## config.mk

```make
export PLATFORM = sky130hd
export DESIGN_NAME = scan_decoder_flat
export DESIGN_NICKNAME = d
export VERILOG_FILES = /design/src/rtl/scan_decoder_if.sv /design/src/rtl/scan_decoder.sv /design/src/flat_wrapper.sv
export SDC_FILE = /design/constraint.sdc
export NUM_CORES = 1
export LEC_CHECK = 0
export CAP_MARGIN = 20
export CORE_MARGIN = 2
export CORE_UTILIZATION = 39
export DETAILED_ROUTE_END_ITERATION = 10
export HOLD_SLACK_MARGIN = 0.1
export PLACE_DENSITY_LB_ADDON = 0.3
export SYNTH_ARGS = -nofsm -noshare
export SYNTH_HDL_FRONTEND = slang
export SYNTH_SLANG_ARGS = --single-unit
```

## constraint.sdc

```tcl
create_clock -name clk -period 1.7 [get_ports clk]
set_clock_uncertainty 0.15 [all_clocks]
set_input_delay 0.34 -clock clk [delete_from_list [all_inputs] [get_ports clk]]
set_output_delay 0.34 -clock clk [all_outputs]
set_load 0.02 [all_outputs]
```

## src/rtl/scan_decoder_if.sv

```systemverilog
// Select handshake and decoded-output bundle for scan_decoder.
// master drives en/mode/select; slave (the decoder) returns ready and the decoded lines.
interface scan_decoder_if #(
    parameter int N = 3
) ();
    logic             en;
    logic             mode;
    logic             sel_valid;
    logic [N-1:0]     sel;
    logic             sel_ready;
    logic [2**N-1:0]  D;
    logic [N-1:0]     cur_idx;
    logic             wrap;

    // Handshake: a select word transfers on any cycle where sel_valid and sel_ready are both 1;
    // sel_valid may be held across cycles and every overlapping cycle is a separate transfer.
    modport master (
        output en, mode, sel_valid, sel,
        input  sel_ready, D, cur_idx, wrap
    );

    modport slave (
        input  en, mode, sel_valid, sel,
        output sel_ready, D, cur_idx, wrap
    );
endinterface

```

## src/rtl/scan_decoder.sv

```systemverilog
// Registered N-to-2**N one-hot decoder with a DIRECT (handshaked select) mode and a
// SCAN mode that steps through every output, each held for DWELL cycles.
module scan_decoder #(
    parameter int N          = 3,
    parameter int DWELL      = 4,
    parameter int ACTIVE_LOW = 0
) (
    input  logic         clk,
    input  logic         rst,
    scan_decoder_if.slave bus,
    output logic [1:0]   dbg_state
);
    localparam int W  = 2**N;
    localparam int CW = (DWELL > 1) ? $clog2(DWELL) : 1;
    localparam logic [CW-1:0] LAST = CW'(DWELL - 1);
    localparam logic [W-1:0]  INV  = (ACTIVE_LOW != 0) ? {W{1'b1}} : {W{1'b0}};

    typedef enum logic [1:0] {
        IDLE = 2'd0,
        HOLD = 2'd1,
        SCAN = 2'd2
    } state_t;

    state_t          state, state_n;
    logic [N-1:0]    idx, idx_n;
    logic [CW-1:0]   cnt, cnt_n;
    logic            wrap_q, wrap_n;
    logic [W-1:0]    d_q, dec_n;
    logic            ready;
    logic            xfer;

    assign ready         = bus.en & ~bus.mode & ~rst;
    assign xfer          = bus.sel_valid & ready;
    assign bus.sel_ready = ready;
    assign bus.D         = d_q;
    assign bus.cur_idx   = idx;
    assign bus.wrap      = wrap_q;
    assign dbg_state     = state;

    always_comb begin
        state_n = state;
        idx_n   = idx;
        cnt_n   = cnt;
        wrap_n  = 1'b0;
        if (!bus.en) begin
            state_n = IDLE;
            idx_n   = '0;
            cnt_n   = '0;
        end else if (!bus.mode) begin
            if (xfer) begin
                state_n = HOLD;
                idx_n   = bus.sel;
                cnt_n   = '0;
            end else if (state == SCAN) begin
                // Leaving SCAN without a new select drops back to no active output.
                state_n = IDLE;
                idx_n   = '0;
                cnt_n   = '0;
            end
        end else begin
            if (state != SCAN) begin
                state_n = SCAN;
                idx_n   = '0;
                cnt_n   = '0;
            end else if (cnt == LAST) begin
                cnt_n  = '0;
                idx_n  = idx + N'(1);
                wrap_n = (idx == {N{1'b1}});
            end else begin
                cnt_n = cnt + CW'(1);
            end
        end
    end

    always_comb begin
        dec_n = '0;
        if (state_n != IDLE) dec_n[idx_n] = 1'b1;
    end

    always_ff @(posedge clk) begin
        if (rst) begin
            state  <= IDLE;
            idx    <= '0;
            cnt    <= '0;
            wrap_q <= 1'b0;
            d_q    <= INV;
        end else begin
            state  <= state_n;
            idx    <= idx_n;
            cnt    <= cnt_n;
            wrap_q <= wrap_n;
            d_q    <= dec_n ^ INV;
        end
    end
endmodule

```

## src/flat_wrapper.sv

```systemverilog
// flat-port wrapper written by rule: the top's interface ports become plain ports
module scan_decoder_flat 
#(
    parameter int N          = 3,
    parameter int DWELL      = 4,
    parameter int ACTIVE_LOW = 0
)
  (clk, rst, dbg_state, bus_en, bus_mode, bus_sel_valid, bus_sel, bus_sel_ready, bus_D, bus_cur_idx, bus_wrap);
  scan_decoder_if #(.N(N)) bus_i ();
  input  logic clk;
  input  logic rst;
  output logic [1:0] dbg_state;
  input wire logic [$bits(bus_i.en)-1:0] bus_en;
  input wire logic [$bits(bus_i.mode)-1:0] bus_mode;
  input wire logic [$bits(bus_i.sel_valid)-1:0] bus_sel_valid;
  input wire logic [$bits(bus_i.sel)-1:0] bus_sel;
  output wire logic [$bits(bus_i.sel_ready)-1:0] bus_sel_ready;
  output wire logic [$bits(bus_i.D)-1:0] bus_D;
  output wire logic [$bits(bus_i.cur_idx)-1:0] bus_cur_idx;
  output wire logic [$bits(bus_i.wrap)-1:0] bus_wrap;
  assign bus_i.en = bus_en;
  assign bus_i.mode = bus_mode;
  assign bus_i.sel_valid = bus_sel_valid;
  assign bus_i.sel = bus_sel;
  assign bus_sel_ready = bus_i.sel_ready;
  assign bus_D = bus_i.D;
  assign bus_cur_idx = bus_i.cur_idx;
  assign bus_wrap = bus_i.wrap;
  scan_decoder #(.N(N), .DWELL(DWELL), .ACTIVE_LOW(ACTIVE_LOW)) u_core (.clk(clk), .rst(rst), .bus(bus_i), .dbg_state(dbg_state));
endmodule
```

# Word level (Yosys, flattened, before mapping)
# Cells that the tools add are included.
[classes] add_sub_neg=2 n_lt_le_gt_ge=2 eq_ne=4 mux=18 n_bitwise=8 n_reduce_logical=6
[ops] operator="$mux 2" n=10
[ops] operator="$mux 3" n=6
[ops] operator="$not 1->1" n=5
[ops] operator="$reduce_or 5->1" n=1
[ops] operator="$eq 2x2->1 const B" n=2
[ops] operator="$lt 3x4->1 const B" n=1
[ops] operator="$reduce_or 2->1" n=2
[ops] operator="$add 3x1->3 const B" n=1
[ops] operator="$and 1x1->1" n=3
[ops] operator="$demux 1 s3" n=1
[ops] operator="$eq 3x3->1 const B" n=1
[ops] operator="$ge 3x1->1 const B" n=1
[ops] operator="$reduce_bool 3->1" n=1
[ops] operator="$add 2x1->2 const B" n=1
[ops] operator="$ne 2x2->1 const B" n=1
[ops] operator="$reduce_bool 2->1" n=1
[ops] operator="$logic_and 1x1->1" n=1
[ops] operator="$mux 1" n=1
[word_totals] register_bits=16 in_bits=8 output_inout_bits=15 wordCells=45

# Depth between registers and ports, before layout
[depth] ltp_word=11 ltp_mapped=6 ltp_nobuf=6

# Least setup slack after synthesis
# OpenSTA, ideal clock, no wires.
[synth_timing] kind="reg-to-reg" from="register u_core.state[0], in the netlist u_core.dbg_state[0]" to="register u_core.d_q[5], in the netlist u_core.bus.D[5]" setup_time_ps=73 arrival_time_ps=1457 t_required_ps=1477 slack_ps=20 stages_incl_launch_ff=5 path_buffers=0 period_less_slack_ps=1680 cell_sequence="dfxtp_1 -> nand2b_1 -> a311oi_2 -> or4_4 -> nor3_2"
[synth_via] elab_chain_cells=9 word_cells_on_any_way=20 classes_between="2 x order compare; 2 x eq/ne; 12 x mux; 1 x bitwise; 3 x reduce/logical"
[synth_rtl] item="from (decl)" line_no="scan_decoder.sv:24" text="state_t state, state_n;"
[synth_rtl] item="from (signal assigned)" line_no="scan_decoder.sv:88" text="state <= state_n;"
[synth_rtl] item="$eq 2x2->1" line_no="scan_decoder.sv:54" text="end else if (state == SCAN) begin"
[synth_rtl] item="$mux 3" line_no="scan_decoder.sv:54"
[synth_rtl] item="$mux 3" line_no="scan_decoder.sv:50" text="if (xfer) begin"
[synth_rtl] item="$mux 3" line_no="scan_decoder.sv:49" text="end else if (!bus.mode) begin"
[synth_rtl] item="$mux 3" line_no="scan_decoder.sv:45" text="if (!bus.en) begin"
[synth_rtl] item="$lt 3x4->1 (implied by the code) or $ge 3x1->1 (tied branches)" line_no="scan_decoder.sv:77" text="if (state_n != IDLE) dec_n[idx_n] = 1'b1;"
[synth_rtl] item="$logic_and 1x1->1 (implied by the code)" line_no="scan_decoder.sv:77"
[synth_rtl] item="$mux 1 (implied by the code)" line_no="scan_decoder.sv:77"
[synth_rtl] item="$demux 1 s3"
[synth_rtl] item="to (signal assigned)" line_no="scan_decoder.sv:92" text="d_q <= dec_n ^ INV;"
[synth_rtl] item="to (decl)" line_no="scan_decoder.sv:28" text="logic [W-1:0] d_q, dec_n;"
# Parallel ways exist; a longest one is shown, timed or not.
# A chain may end at the register's enable or synchronous reset.

# Worst setup path in the final report
[layout_timing] from="input rst" to="register u_core.d_q[1], in the netlist u_core.bus.D[1]"
[layout_via] elab_chain_cells=10 word_cells_on_any_way=17 classes_between="2 x order compare; 8 x mux; 4 x bitwise; 3 x reduce/logical"
[layout_rtl] item="from (decl)" line_no="flat_wrapper.sv:11" text="input logic rst;"
[layout_rtl] item="$not 1->1" line_no="scan_decoder.sv:32" text="assign ready = bus.en & ~bus.mode & ~rst;"
[layout_rtl] item="$and 1x1->1" line_no="scan_decoder.sv:32"
[layout_rtl] item="$and 1x1->1" line_no="scan_decoder.sv:33" text="assign xfer = bus.sel_valid & ready;"
[layout_rtl] item="$mux 3" line_no="scan_decoder.sv:50"
[layout_rtl] item="$mux 3" line_no="scan_decoder.sv:49"
[layout_rtl] item="$mux 3" line_no="scan_decoder.sv:45"
[layout_rtl] item="$lt 3x4->1 (implied by the code) or $ge 3x1->1 (tied branches)" line_no="scan_decoder.sv:77"
[layout_rtl] item="$logic_and 1x1->1 (implied by the code)" line_no="scan_decoder.sv:77"
[layout_rtl] item="$mux 1 (implied by the code)" line_no="scan_decoder.sv:77"
[layout_rtl] item="$demux 1 s3"
# Parallel ways exist; a longest one is shown, timed or not.

==> qor.txt <==
vias post-DR - 650
first-pass GRT wire length - 2350 µm
drt first pass iters - 4
Worst-Skew Late Latency - 280 ps
final wirelength - 1560 µm
setup TNS - 0 ps
hold path cells - 3
R2R depth - 6
ANT cells - 0
Peak VDD IR - 0.000497 V
Die H - 46.8 µm
H-Tree Depth - 1
Relative slew margins - 78.5%
Yosys cell types - 29
die width - 46.8 µm
area of the die - 0.00219 mm²
IO Count - 23
Final HPWL DP - 1100 µm
Worst-Margin Slew - 321 ps
drt via density - 4.89
synth warn - 0
PD cells - 654 mW/mm²
num rows - 15
WHS Endpoint - u_core.dbg_state[0]
flops & latches, synth - 16
Critical Path AT - 1750 ps
final max-slew violation count - 0
clk buf depth - 2
Synth area leaders - dfxtp_1 45%, nor3_1 6.3%, nor3_2 5.6%
largest net degree at the start of global routing - 10
max_cap viols - 0
share of layout cells above drive strength 1 - 36.1%
minimum hold slack - 320 ps
routed length per instance - 11.8 µm
ys flop type - dfxtp_1
Startpoint Class - input pin
port buffer count - 22
Tmin final - 1690 ps
Area Overhead vs Synth - 60.7%
Overall Global Routing Usage - 15.3%
Setup CP Type - in2reg
Post-Place Cell Area - 0.00102 mm²
number of routed nets with antenna violations - 0
Final Hold Viols - 0
Layout Nets - 120
status - complete, no violations
dpl cells - 126
Post-Syn Area - 716 µm²
r2r setup slk - 20 ps
Post-Layout Cell Count - 133
Synth area leader - dfxtp_1
crit path from - rst
FF-to-FF Start - u_core.bus.cur_idx[1]
clk root buf - clkbuf_4
vias in the first global route - 580
HP Class - in2reg
achievable clock frequency - 0.593 GHz
DR iter-0 viols - 16
Placer Congestion - 0.800
RSZ-0062 raised after global routing - yes
CTS sink cnt - 16
beginning of the worst hold path - bus_mode
syn_area_per_cell - 9.80 µm²
Pleak - 0.000615 µW
worst path required time - 1760 ps
Mapped Cells - 73
# setup viols final - 0
initial antenna violation count - 0
Synth async-reset ratio - 0%
clk slew on worst S/H paths - 90 ps
Yosys top cell area share - 44.8%
Residual DRC - 0
Initial Util - 41.4%
Syn Nets - 84
crit share post-route - 99.2%
Seq/Total Area, Yosys - 44.8%
CTS tree - built
element type at the critical path end - flip-flop
core area - 0.00173 mm²
CP max FO - 5
CTS buffer count - 3
total global routing overflow - 0
Design Area, Final - 0.00115 mm²
Post-synth EDFFs - 0
worst r2r dst - u_core.bus.D[1]
==> report_power, final <==
group | internal (µW) | leakage, µW | switching (µW)
Clock | 130 | 0.0000210 | 117
Combinational | 56.2 | 0.000462 | 60.6
Sequential | 382 | 0.000132 | 5.93
Total | 568 | 0.000615 | 183
==> how the worst max path moves through the flow <==
| stage | to | slack (ps) | cells past startpoint |
|---|---|---|---|
| after floorplan | u_core.bus.D[5] | 20 | 4 |
| after global placement | bus_sel_ready | -470 | 4 |
| after detailed placement | bus_sel_ready | -510 | 4 |
| after CTS | u_core.bus.D[1] | 2 | 6 |
| after global routing | u_core.bus.D[1] | -70 | 6 |
| final | u_core.bus.D[1] | 10 | 6 |
==> worst max-delay path, stage by stage <==
cell,delay [ps]
dlygate4sd2_1,250
buf_4,150
nand3b_1,210
a311o_1,390
and2_2,250
nor3_2,150
==> per-stage QoR <==
stage          utilization (%)  total power (µW)  setup WS (ps)
2_1_floorplan                -               449           20.2
3_3_place_gp              59.1               501           -474
3_5_place_dp              59.1               503           -514
4_1_cts                   63.5               748           2.19
5_1_grt                   66.6               788          -73.5
6_report                  66.6               752           13.8
==> cell type report <==
class	count	area, µm²
inverters	1	3.75
fillers	146	577
flip-flops and latches	16	327
multi-input cells	53	433
repair buffers	34	319
well taps	25	31.3
clock buffers	4	36.3
==> cell families (layout without fill, tap and decap cells) <==
group                    Yosys count  after routing  synth area share (%)
AND/OR/NAND/NOR                   36             36                  31.5
adder cells (fa/ha/maj)            3              3                  5.25
XOR/XNOR                           1              1                  1.22
multiplexers                       2              2                  2.80
flip-flops                        16             16                  44.8
buffers and inverters              4             39                  2.45
AO/OA/AOI/OAI                     11             11                  12.1
==> timing repair <==
item,in CTS,in global routing
pin swaps,4,5
endpoints found under the setup margin,17,18
setup buffers,3,0
endpoints found under the hold margin,0,0
gates resized for setup,22,21
hold buffers,0,0
==> state kept, by name, summed over array words and instances (netlist names) <==
signal and count:
u_core.cnt 2, u_core.bus.cur_idx 3, u_core.bus.wrap 1, u_core.dbg_state 2, u_core.bus.D 8
==> cells in the mapped netlist, types with 2 or more instances <==
master and n:
dfxtp_1 16, nor3_1 9, nor2_1 8, nor3_2 4
ha_1 3, nand2b_1 3, nand3b_1 3, and4b_1 2
buf_2 2, mux2i_1 2, nand2_1 2, o21a_1 2
==> cells in the final DEF (no fill, tap or decap), types with 3 or more instances in the layout <==
master / count
buf_4: 10
nand3b_1: 3
nor2_1: 8
nand2b_1: 3
dfxtp_1: 11
dlygate4sd2_1: 11
dlymetal6s2s_1: 8
dfxtp_2: 5
clkbuf_4: 3
nor3_2: 6
nor3_1: 7
==> metal layers <==
layer | share of wire [%] | global-route usage, %
met1 | 47 | 18.4
met2 | 48 | 25.2
met3 | 3.4 | 2.31
met4 | 2.3 | 10.0
met5 | 0 | 0
No activity file was read; power rests on OpenSTA's default activity.
